===== src/rtl/ex_pkg.sv =====
// Shared decode constants, ALU control and MDU state encodings for the execute stage.
package ex_pkg;

    localparam logic [5:0] F_ADD   = 6'h20;
    localparam logic [5:0] F_SUB   = 6'h22;
    localparam logic [5:0] F_AND   = 6'h24;
    localparam logic [5:0] F_OR    = 6'h25;
    localparam logic [5:0] F_SLT   = 6'h2A;
    localparam logic [5:0] F_MFHI  = 6'h10;
    localparam logic [5:0] F_MFLO  = 6'h12;
    localparam logic [5:0] F_MULTU = 6'h19;
    localparam logic [5:0] F_DIVU  = 6'h1B;

    localparam logic [1:0] OP_ADD   = 2'b00;
    localparam logic [1:0] OP_SUB   = 2'b01;
    localparam logic [1:0] OP_RTYPE = 2'b10;

    localparam logic [1:0] FWD_WB  = 2'b01;
    localparam logic [1:0] FWD_MEM = 2'b10;

    typedef enum logic [2:0] {
        ALU_ADD, ALU_SUB, ALU_AND, ALU_OR, ALU_SLT, ALU_MFHI, ALU_MFLO, ALU_NOP
    } aluCtrl_t;

    typedef enum logic [1:0] {
        MDU_IDLE = 2'd0,
        MDU_RUN  = 2'd1,
        MDU_DONE = 2'd2
    } mduState_t;

endpackage


===== src/rtl/ex_mdu.sv =====
// Iterative unsigned multiply/divide with HI/LO (shift-add / restoring divide, one bit per cycle).
// Built only with EX_MDU_EN defined; otherwise busy and HI/LO are tied to zero.
module ex_mdu #(
    parameter int WIDTH = 16
) (
    input  logic             clock,
    input  logic             reset_n,
    input  logic             start,
    input  logic             isDiv,
    input  logic             flush,
    input  logic [WIDTH-1:0] opA,
    input  logic [WIDTH-1:0] opB,
    output logic             busy,
    output logic [WIDTH-1:0] hi,
    output logic [WIDTH-1:0] lo
);
    import ex_pkg::*;

`ifdef EX_MDU_EN
    localparam int CW = $clog2(WIDTH);

    mduState_t        state, stateNext;
    logic [CW-1:0]    count;
    logic             divMode;
    logic [WIDTH-1:0] opBReg, accHi, accLo, stepHi, stepLo;
    logic [WIDTH:0]   mulSum;
    logic [WIDTH+1:0] divDiff;
    logic             divByZero;

    assign divByZero = isDiv && (opB == '0);

    // One iteration: {accHi,accLo} is the product accumulator or {remainder,quotient}.
    always_comb begin
        mulSum  = {1'b0, accHi} + (accLo[0] ? {1'b0, opBReg} : {(WIDTH+1){1'b0}});
        divDiff = {1'b0, accHi, accLo[WIDTH-1]} - {2'b00, opBReg};
        stepHi  = mulSum[WIDTH:1];
        stepLo  = {mulSum[0], accLo[WIDTH-1:1]};
        if (divMode) begin
            if (divDiff[WIDTH+1]) begin
                stepHi = {accHi[WIDTH-2:0], accLo[WIDTH-1]};
                stepLo = {accLo[WIDTH-2:0], 1'b0};
            end else begin
                stepHi = divDiff[WIDTH-1:0];
                stepLo = {accLo[WIDTH-2:0], 1'b1};
            end
        end
    end

    always_comb begin
        stateNext = state;
        busy      = 1'b0;
        case (state)
            MDU_IDLE: if (start) begin
                busy      = 1'b1;
                stateNext = divByZero ? MDU_DONE : MDU_RUN;
            end
            MDU_RUN: begin
                if (flush) stateNext = MDU_IDLE;
                else begin
                    busy = 1'b1;
                    if (count == '0) stateNext = MDU_DONE;
                end
            end
            MDU_DONE: stateNext = MDU_IDLE;
            default:  stateNext = MDU_IDLE;
        endcase
    end

    always_ff @(posedge clock or negedge reset_n) begin
        if (!reset_n) begin
            state   <= MDU_IDLE;
            count   <= '0;
            divMode <= 1'b0;
            opBReg  <= '0;
            accHi   <= '0;
            accLo   <= '0;
            hi      <= '0;
            lo      <= '0;
        end else begin
            state <= stateNext;
            case (state)
                MDU_IDLE: if (start) begin
                    divMode <= isDiv;
                    opBReg  <= opB;
                    accHi   <= '0;
                    accLo   <= opA;
                    count   <= CW'(WIDTH - 1);
                    if (divByZero) begin
                        hi <= opA;
                        lo <= '1;
                    end
                end
                MDU_RUN: if (!flush) begin
                    accHi <= stepHi;
                    accLo <= stepLo;
                    count <= count - CW'(1);
                    if (count == '0) begin
                        hi <= stepHi;
                        lo <= stepLo;
                    end
                end
                default: ;
            endcase
        end
    end
`else
    logic unusedInputs;
    assign unusedInputs = ^{clock, reset_n, start, isDiv, flush, opA, opB};
    assign busy = 1'b0;
    assign hi   = '0;
    assign lo   = '0;
`endif

endmodule


===== src/rtl/ex_stage_mdu.sv =====
// Execute stage: forwarding muxes, ALU, branch-target adder, EX/MEM register and MDU.
// Define EX_MDU_EN to build the MDU with MULTU/DIVU/MFHI/MFLO.
module ex_stage_mdu #(
    parameter int WIDTH      = 16,
    parameter int REG_ADDR_W = 5
) (
    input  logic                  clock,
    input  logic                  reset_n,
    input  logic                  valid_in,
    input  logic                  flush,
    input  logic [WIDTH-1:0]      pc4,
    input  logic [WIDTH-1:0]      rs_data,
    input  logic [WIDTH-1:0]      rt_data,
    input  logic [WIDTH-1:0]      imm,
    input  logic [REG_ADDR_W-1:0] rt,
    input  logic [REG_ADDR_W-1:0] rd,
    input  logic                  alu_src,
    input  logic [1:0]            alu_op,
    input  logic                  reg_dest,
    input  logic [1:0]            fwd_a,
    input  logic [1:0]            fwd_b,
    input  logic [WIDTH-1:0]      fwd_mem,
    input  logic [WIDTH-1:0]      fwd_wb,
    output logic                  stall_o,
    output logic                  valid_out,
    output logic [WIDTH-1:0]      alu_result,
    output logic                  zero,
    output logic [WIDTH-1:0]      branch_target,
    output logic [WIDTH-1:0]      store_data,
    output logic [REG_ADDR_W-1:0] dest_reg
);
    import ex_pkg::*;

    aluCtrl_t         aluCtrl;
    logic [WIDTH-1:0] opA, opB, aluB, aluRes, hi, lo;
    logic             isMul, isDiv, isMdu, mduStart;

    always_comb begin
        opA = rs_data;
        opB = rt_data;
        case (fwd_a)
            FWD_MEM: opA = fwd_mem;
            FWD_WB:  opA = fwd_wb;
            default: ;
        endcase
        case (fwd_b)
            FWD_MEM: opB = fwd_mem;
            FWD_WB:  opB = fwd_wb;
            default: ;
        endcase
    end

    assign aluB = alu_src ? imm : opB;

    always_comb begin
        aluCtrl = ALU_NOP;
        isMul   = 1'b0;
        isDiv   = 1'b0;
        case (alu_op)
            OP_ADD: aluCtrl = ALU_ADD;
            OP_SUB: aluCtrl = ALU_SUB;
            OP_RTYPE: case (imm[5:0])
                F_ADD: aluCtrl = ALU_ADD;
                F_SUB: aluCtrl = ALU_SUB;
                F_AND: aluCtrl = ALU_AND;
                F_OR:  aluCtrl = ALU_OR;
                F_SLT: aluCtrl = ALU_SLT;
`ifdef EX_MDU_EN
                F_MFHI:  aluCtrl = ALU_MFHI;
                F_MFLO:  aluCtrl = ALU_MFLO;
                F_MULTU: isMul   = 1'b1;
                F_DIVU:  isDiv   = 1'b1;
`endif
                default: aluCtrl = ALU_NOP;
            endcase
            default: aluCtrl = ALU_NOP;
        endcase
    end

    always_comb begin
        aluRes = '0;
        case (aluCtrl)
            ALU_ADD:  aluRes = opA + aluB;
            ALU_SUB:  aluRes = opA - aluB;
            ALU_AND:  aluRes = opA & aluB;
            ALU_OR:   aluRes = opA | aluB;
            ALU_SLT:  aluRes = {{(WIDTH-1){1'b0}}, (opA < aluB)};
            ALU_MFHI: aluRes = hi;
            ALU_MFLO: aluRes = lo;
            default:  aluRes = '0;
        endcase
    end

    assign isMdu = isMul | isDiv;
    // Gating with reset_n keeps stall_o low while reset is held.
    assign mduStart = reset_n & valid_in & isMdu & ~flush;

    ex_mdu #(.WIDTH(WIDTH)) uMdu (
        .clock   (clock),
        .reset_n (reset_n),
        .start   (mduStart),
        .isDiv   (isDiv),
        .flush   (flush),
        .opA     (opA),
        .opB     (opB),
        .busy    (stall_o),
        .hi      (hi),
        .lo      (lo)
    );

    always_ff @(posedge clock or negedge reset_n) begin
        if (!reset_n) begin
            valid_out     <= 1'b0;
            alu_result    <= '0;
            zero          <= 1'b0;
            branch_target <= '0;
            store_data    <= '0;
            dest_reg      <= '0;
        end else if (!stall_o) begin
            valid_out     <= valid_in & ~flush;
            alu_result    <= aluRes;
            zero          <= (aluRes == '0);
            branch_target <= pc4 + imm;
            store_data    <= opB;
            dest_reg      <= isMdu ? '0 : (reg_dest ? rd : rt);
        end
    end

endmodule


===== config.mk =====
export PLATFORM = sky130hd
export DESIGN_NAME = ex_stage_mdu
export DESIGN_NICKNAME = d
export VERILOG_FILES = /design/src/rtl/ex_pkg.sv /design/src/rtl/ex_mdu.sv /design/src/rtl/ex_stage_mdu.sv
export SDC_FILE = /design/constraint.sdc
export NUM_CORES = 1
export LEC_CHECK = 0
export BUFFER_PORTS_ARGS = -buffer_cell sky130_fd_sc_hd__buf_2
export CORE_MARGIN = 5
export CORE_UTILIZATION = 54
export CTS_BUF_LIST = sky130_fd_sc_hd__clkbuf_4
export CTS_CLUSTER_DIAMETER = 100
export DETAILED_ROUTE_END_ITERATION = 12
export GPL_TIMING_DRIVEN = 0
export PLACE_DENSITY_LB_ADDON = 0.12
export SYNTH_ARGS = -nofsm -noshare
export SYNTH_HDL_FRONTEND = slang
export SYNTH_SLANG_ARGS = --single-unit

===== constraint.sdc =====
create_clock -name clock -period 0.8 [get_ports clock]
set_input_delay 0.04 -clock clock [delete_from_list [all_inputs] [get_ports clock]]
set_output_delay 0.04 -clock clock [all_outputs]
set_load 0.05 [all_outputs]

* After elaboration in Yosys (flattened, before gate mapping)
Cells that the tools add are included.
** Word-level totals
- Flip-flop bits (word level) :: 55
- Input bits :: 118
- Output and inout bits :: 56
- Logic and storage cells :: 39
** Operators by class
- $add $sub $neg :: 3
- $lt $le $gt $ge :: 1
- Equality and inequality tests :: 15
- Muxes and demuxes :: 7
- Bitwise operators :: 4
- Reduce and logical (&&, ||, !) cells :: 3
** Operators by type and width (count)
- $pmux W16 S5 :: 1
- $pmux W16 S2 :: 2
- $add A16 B16 Y16 :: 2
- $eq A6 B6 Y1 const B :: 5
- $and A16 B16 Y16 :: 1
- $logic_not A16 Y1 :: 1
- $lt A16 B16 Y1 :: 1
- $mux W16 :: 1
- $or A16 B16 Y16 :: 1
- $sub A16 B16 Y16 :: 1
- $pmux W3 S5 :: 1
- $pmux W3 S3 :: 1
- $eq A2 B1 Y1 const B :: 3
- $eq A2 B2 Y1 const B :: 3
- $eq A3 B2 Y1 const B :: 2
- $mux W5 :: 1
- $eq A3 B1 Y1 const B :: 1
- $eq A3 B3 Y1 const B :: 1
- $logic_not A3 Y1 :: 1
- $logic_not A2 Y1 :: 1
- $and A1 B1 Y1 :: 1
- $not A1 Y1 :: 1

* Logic depth before layout (Yosys ltp)
Gate-level depths: netlist of the first run.
- Word-level depth :: 6
- Mapped depth :: 20

* By module
Synthesis of the first run repeated with hierarchy kept, for this count alone.
** Second synthesis, totals
- Cells, all modules :: 861
- Area, all modules :: 6478.7 µm²
** By module, submodules not included
- ex_stage_mdu :: instances 1, cells an instance 827, area an instance 6227.2 µm²
- ex_mdu :: instances 1, cells an instance 34, area an instance 251.5 µm²

* Least setup slack after synthesis of the first run
OpenSTA, ideal clock, no wires.
- Path kind :: input port to flip-flop
- Start point :: in fwd_b[0]
- End point :: reg zero
- Setup time :: 96 ps
- Arrival time :: 3601 ps
- Data required time :: 704 ps
- Path slack :: -2897 ps
- Stages :: 20
- Path buffers :: 2
- Cells stage by stage :: inv_1 > ha_1 > clkbuf_1 > clkbuf_1 > a22oi_1 > nor2_1 > a21oi_1 > o21ai_0 > ha_1 > inv_1 > fa_1 > nor2b_2 > o311a_1 > o211ai_2 > a31o_2 > o221ai_1 > o22a_1 > nor4_2 > nand4_1 > nor4_2
** On the way
- Cells in the longest elaborated chain, start to end :: 6
- Elaborated cells on any way between the ends :: 11
- Those cells by class :: 2 x add/sub; 1 x order compare; 2 x eq/ne; 3 x mux; 2 x bitwise; 1 x reduce/logical
** Ends and longest elaborated chain
- from (decl) :: RTL line ex_stage_mdu.sv:21 : input logic [1:0] fwd_b,
- $eq A2 B1 Y1 or $eq A2 B2 Y1 (tied branches) :: RTL line ex_stage_mdu.sv:46 : case (fwd_b)
- $pmux W16 S2 (*) :: RTL line ex_stage_mdu.sv:46
- $mux W16 (*) :: RTL line ex_stage_mdu.sv:53 : assign aluB = alu_src ? imm : opB;
- $sub A16 B16 Y16, or another cell as far along :: RTL line ex_stage_mdu.sv:84 : ALU_SUB: aluRes = opA - aluB;
- $pmux W16 S5 (*) :: RTL line ex_stage_mdu.sv:82 : case (aluCtrl)
- named net aluRes[12] :: RTL line ex_stage_mdu.sv:35 : logic [WIDTH-1:0] opA, opB, aluB, aluRes, hi, lo;
- $logic_not A16 Y1 (*) :: RTL line ex_stage_mdu.sv:122 : zero <= (aluRes == '0);
- to (signal assigned) :: RTL line ex_stage_mdu.sv:122
- to (decl) :: RTL line ex_stage_mdu.sv:27 : output logic zero,
The timed path passes the listed nets; every way through them passes the cells marked *.

* Worst setup path in the final report of the first run
- Start point :: in fwd_b[0]
- End point :: reg zero
** On the way
- Cells in the longest elaborated chain, start to end :: 6
- Elaborated cells on any way between the ends :: 11
- Those cells by class :: 2 x add/sub; 1 x order compare; 2 x eq/ne; 3 x mux; 2 x bitwise; 1 x reduce/logical
** Ends and longest elaborated chain (RTL line)
- $eq A2 B1 Y1 or $eq A2 B2 Y1 (tied branches) :: ex_stage_mdu.sv:46
- $pmux W16 S2 (*) :: ex_stage_mdu.sv:46
- $mux W16 (*) :: ex_stage_mdu.sv:53
- $sub A16 B16 Y16, or another cell as far along :: ex_stage_mdu.sv:84
- $pmux W16 S5 (*) :: ex_stage_mdu.sv:82
- $logic_not A16 Y1 (*) :: ex_stage_mdu.sv:122
Mark *: on every way between the ends. The rest lies on a longest branch, timed or not.

==> metrics, run 1 <==
Critical Path Most Common Cell buf_6; Placed Area 6680 um2; crit-path leading delay family compound AO/OA/AOI/OAI gates; Port Buffer Count 172; Vias 6717; Critical Path Source Type input port; CTS tree done; Ys Warns 0; Slowest Stage Delay on Critical Path 340 ps; Hold Fails Final Rpt 73; leakage power 4.06 nW; VDD IR max 1.40 mV; Post-Synthesis Cells 656; Critical Path RT 1120 ps; final wirelength 23600 um; #FFs+latches synth 55; post-synth top area cell dfrtp_1; Max Cap Viol 0; Remaining DRCs 0; vias in the first global route 6409; CP Class in2reg; first-pass GRT wire length 32000 um; average size of a mapped cell 8.24 um2; DR iter-0 viols 728; fin nets 1095; WHS -345 ps; synth top area cells dfrtp_1, ha_1, inv_1, a22oi_1, a21oi_1; slowest cell on the critical path ha_1; RePlAce Congestion 1.01; Hold WC Path Type in2async; actual slew at the worst max-slew pin 794 ps; Fmax achieved 299 MHz; Slew headroom 47.1%; Reg clk slew, reported paths 170 ps; largest registers alu_result (16), branch_target (16), store_data (16); die area 12100 um2; H-tree levels 2; top_reg_cell synth dfrtp_1; Antenna Violating Nets Remaining 0; post-DP HPWL 14500 um; final instance area 8750 um2; PD cells 1750 nW/um2; clock buffer count from CTS 5; DRT Pass-1 Iters 7; CP Max Fanout 6; final worst slack -2550 ps; drt wl/cell 22.6 um; WP buf/inv 6; final setup violation count 95; number of hold buffers added after cts 16; crit-path cells buf_12 -> buf_4 -> ha_4 -> clkbuf_16 -> a22oi_2 -> nor2_2 -> a21oi_2 -> o21ai_2 -> ha_1 -> buf_6 -> buf_6 -> nand2b_4 -> o311a_4 -> o211ai_4 -> a31o_4 -> buf_6 -> o31ai_4 -> a21oi_2 -> o2111ai_2 -> nand4_1 -> nor4_2; Yosys top cell area share 25.5%; violated checks hold timing, setup timing; Max clock buf depth 2; Starting Density 55.3%; share of cells above drive strength 1 49.2%; Worst EP arrival 3670 ps; setup TNS -49840 ps; ys async rst share 100%; Final Cycle Share 419%; unique cell type count in the Yosys netlist 80; pin count of the biggest net entering global routing 56; top-count cell post-synth inv_1; outcome finished, violations left; Die X 110 um; grt ovf 0; GRT Util Overall 34.1%; # clock sinks 55; CTS Root Cell clkbuf_4; DIE HEIGHT 110 um; Tmin final 3350 ps; initial antenna violation count 6; Seq/Total Area, Yosys 25.5%; Std-Cell Rows 36; EDFF count, synth 0; mapped cell area 5410 um2; most common library cells after synthesis inv_1, ha_1, nand2_1, dfrtp_1, nor2_1; Slew Limit Fails 0; synth-to-layout area growth 61.9%; critical path capture point type flip-flop; Mapped Nets 845; unrepaired setup endpoints after global routing true; routed vias/inst 6.42; Core Area 9770 um2; # IOs 174
-- area by class of cell --
class | count | area (um2)
clock buffer | 5 | 37.5
sequential | 55 | 1380
buffer | 30 | 317
timing repair buffer | 247 | 1960
antenna | 8 | 20.0
multi-input combinational | 493 | 4570
tap | 133 | 166
inverter | 74 | 290
fill | 443 | 1020
clock inverter | 2 | 13.8
-- metal layers --
| layer | share of wire, % | GRT usage (%) | wire length (um) |
|---|---|---|---|
| met1 | 35 | 40.5 | 8320 |
| met2 | 49 | 59.5 | 11500 |
| met3 | 9.2 | 4.19 | 2180 |
| met4 | 6.7 | 18.8 | 1580 |
| met5 | 0 | 0 | 0 |
-- worst paths after layout --
path / startpoint / to / cells after the start
max: fwd_b[0] / zero$_DFF_PN0_ / 21
min in group clock: rt_data[11] / store_data[11]$_DFF_PN0_ / 3
min: reset_n / branch_target[11]$_DFF_PN0_ / 1
max in group asynchronous: reset_n / alu_result[9]$_DFF_PN0_ / 1
-- through the flow --
step	instances	hold WS (ps)	power, W	util [%]	setup WS (ps)
detailed placement	961	194	0.0106	68.3	-3240
global placement	961	192	0.0104	68.3	-3200
floorplan	656	-256	0.00874	-	-2450
CTS	1028	-162	0.0138	82.9	-2500
global route	1045	-280	0.0159	89.5	-2610
finish	1047	-345	0.0154	89.6	-2550
-- where the power goes --
group | internal, W | leakage [nW] | switching (W)
Clock | 0.000330 | 0.0311 | 0.00100
Sequential | 0.00326 | 0.670 | 0.000251
Combinational | 0.00437 | 3.36 | 0.00615
Total | 0.00796 | 4.06 | 0.00741
-- cell families (layout without fill, tap and decap cells) --
logic type	count (synthesis)	after routing	synth area share, %
muxes	7	7	1.43
and+or+nand+nor	180	180	16.9
AOI/OAI and AO/OA	219	219	28.6
other	1	9	0.0693
adders and majority gates	71	71	16.8
xor gates and xnor gates	15	15	2.43
DFF	55	55	25.5
buffers and inverters	108	358	8.28
-- placed cells by master (no fill, tap or decap), drive strengths merged, types with 7 or more instances in the layout --
master	count
nand3	11
nand2b	7
a21o	11
xnor2	14
a21oi	43
nor2	49
o21ai	47
dfrtp	55
nor3	18
a221oi	7
inv	74
ha	68
dlygate4sd3	16
clkbuf	20
diode	8
buf	246
nand2	56
a211oi	11
a22oi	33
-- what timing repair did --
item	in CTS	in global routing
buffers inserted	47	28
pin swaps	61	66
resized for setup	230	114
endpoints found under the hold margin	80	72
endpoints found under the setup margin	97	95
Power figures use the tool's default switching activity.
==> inputs of run 2 (changes only) <==
--- a/config.mk
+++ b/config.mk
@@ -7,8 +7,7 @@
 export LEC_CHECK = 0
 export BUFFER_PORTS_ARGS = -buffer_cell sky130_fd_sc_hd__buf_2
 export CORE_MARGIN = 5
-export CORE_UTILIZATION = 54
-export CTS_BUF_LIST = sky130_fd_sc_hd__clkbuf_4
+export CORE_UTILIZATION = 53
 export CTS_CLUSTER_DIAMETER = 100
 export DETAILED_ROUTE_END_ITERATION = 12
 export GPL_TIMING_DRIVEN = 0
==> metrics, run 2 (synthesis results as in run 1) <==
H-tree levels 2; Worst EP arrival 3610 ps; # IOs 174; Port Buffer Count 172; commonest non-fill, non-tap cell in the layout buf_2; Antenna Violating Nets Remaining 0; clock buffer count from CTS 5; WHS -226 ps; final setup violation count 101; DR iter-0 viols 755; Remaining DRCs 0; routed vias/inst 6.49; Reg clk slew, reported paths 110 ps; GRT Util Overall 34.4%; VDD IR max 1.56 mV; vias in the first global route 6653; first-pass GRT wire length 34300 um; Vias 6883; Starting Density 54.8%; outcome finished, violations left; drt wl/cell 23.1 um; share of cells above drive strength 1 52.1%; leakage power 4.18 nW; PD cells 1810 nW/um2; final wirelength 24500 um; Std-Cell Rows 36; Die X 111 um; die area 12300 um2; CP Class in2reg; unrepaired setup endpoints after global routing true; CTS Root Cell clkbuf_8; pin count of the biggest net entering global routing 56; synth-to-layout area growth 65.3%; DIE HEIGHT 111 um; Max clock buf depth 2; Slew Limit Fails 0; Fmax achieved 296 MHz; Critical Path RT 1030 ps; largest registers alu_result (16), branch_target (16), store_data (16); fin nets 1112; Slew headroom 49.4%; CTS tree done; critical path capture point type flip-flop; post-DP HPWL 14700 um; Final Cycle Share 422%; Hold Fails Final Rpt 64; actual slew at the worst max-slew pin 759 ps; grt ovf 0; RePlAce Congestion 0.981; Hold WC Path Type in2async; final worst slack -2580 ps; initial antenna violation count 3; DRT Pass-1 Iters 7; Max Cap Viol 0; CP Max Fanout 4; most frequent cells in the layout buf_2, buf_6, buf_4, inv_1; Critical Path Source Type input port; Core Area 9860 um2; pre-CTS setup slack -3300 ps; number of hold buffers added after cts 13; violated checks hold timing, setup timing; # clock sinks 55; Filler Cell Count 415; Tmin final 3380 ps
[run 2: final cells by class]
cell class,instances,area [um2],area share (%)
Buffer,29,307,3.43
Tap cell,133,166,1.86
Multi-Input combinational cell,493,4590,51.3
Inverter,74,293,3.28
Clock buffer,6,82.6,0.924
Antenna cell,3,7.51,0.0840
Timing Repair Buffer,265,2080,23.3
Clock inverter,2,38.8,0.434
Sequential cell,55,1380,15.4
[run 2: per-stage QoR]
stage	utilization [%]	setup TNS (ps)	std cells	area, um2	total power (W)
global placement	67.7	-75940	961	6680	0.0104
floorplan	-	-40260	656	5650	0.00874
finish	90.6	-47510	1060	8940	0.0162
detailed placement	67.7	-81870	961	6680	0.0106
global route	90.6	-50610	1060	8940	0.0168
CTS	85.0	-42780	1032	8390	0.0148
[run 2: how the worst max path moves through the flow]
stage	to	slack (ps)	startpoint
2_1_floorplan	zero$_DFF_PN0_	-2450	fwd_b[0]
3_3_place_gp	zero$_DFF_PN0_	-3290	fwd_b[0]
3_5_place_dp	zero$_DFF_PN0_	-3300	fwd_b[0]
4_1_cts	zero$_DFF_PN0_	-2560	fwd_b[0]
5_1_grt	zero$_DFF_PN0_	-2720	fwd_b[0]
6_report	zero$_DFF_PN0_	-2580	fwd_b[0]
[run 2: worst max-delay path: stages]
cell,delay [ps]
buf_12,110
inv_12,40
ha_4,140
clkbuf_16,160
a22oi_2,80
nor2_2,130
a21oi_2,60
o21ai_2,240
ha_2,240
inv_2,40
fa_2,340
nor2b_4,150
o311a_1,340
o211ai_2,250
a211oi_1,130
a311oi_2,330
nand4b_1,190
nor4_4,300
nand4_1,150
nor4_2,150
[run 2: routing by layer]
metal | up-vias | routed length (um) | track usage [%]
li1 | 2895 | - | -
met4 | 0 | 1650 | 19.2
met1 | 3265 | 8490 | 40.2
met2 | 563 | 11900 | 59.7
met3 | 160 | 2430 | 5.84
met5 | - | 0 | 0
[run 2: power by group]
part	internal, W	switching (W)
combinational	0.00444	0.00617
clock	0.00103	0.00101
sequential	0.00326	0.000254
total	0.00874	0.00744
[run 2: timing repair]
item / 4_1_cts / 5_1_grt
setup buffers: 52 / 28
gates resized for setup: 277 / 79
setup endpoints to repair: 132 / 100
cloned: 1 / 0
pin swaps: 83 / 62
endpoints found under the hold margin: 72 / 64
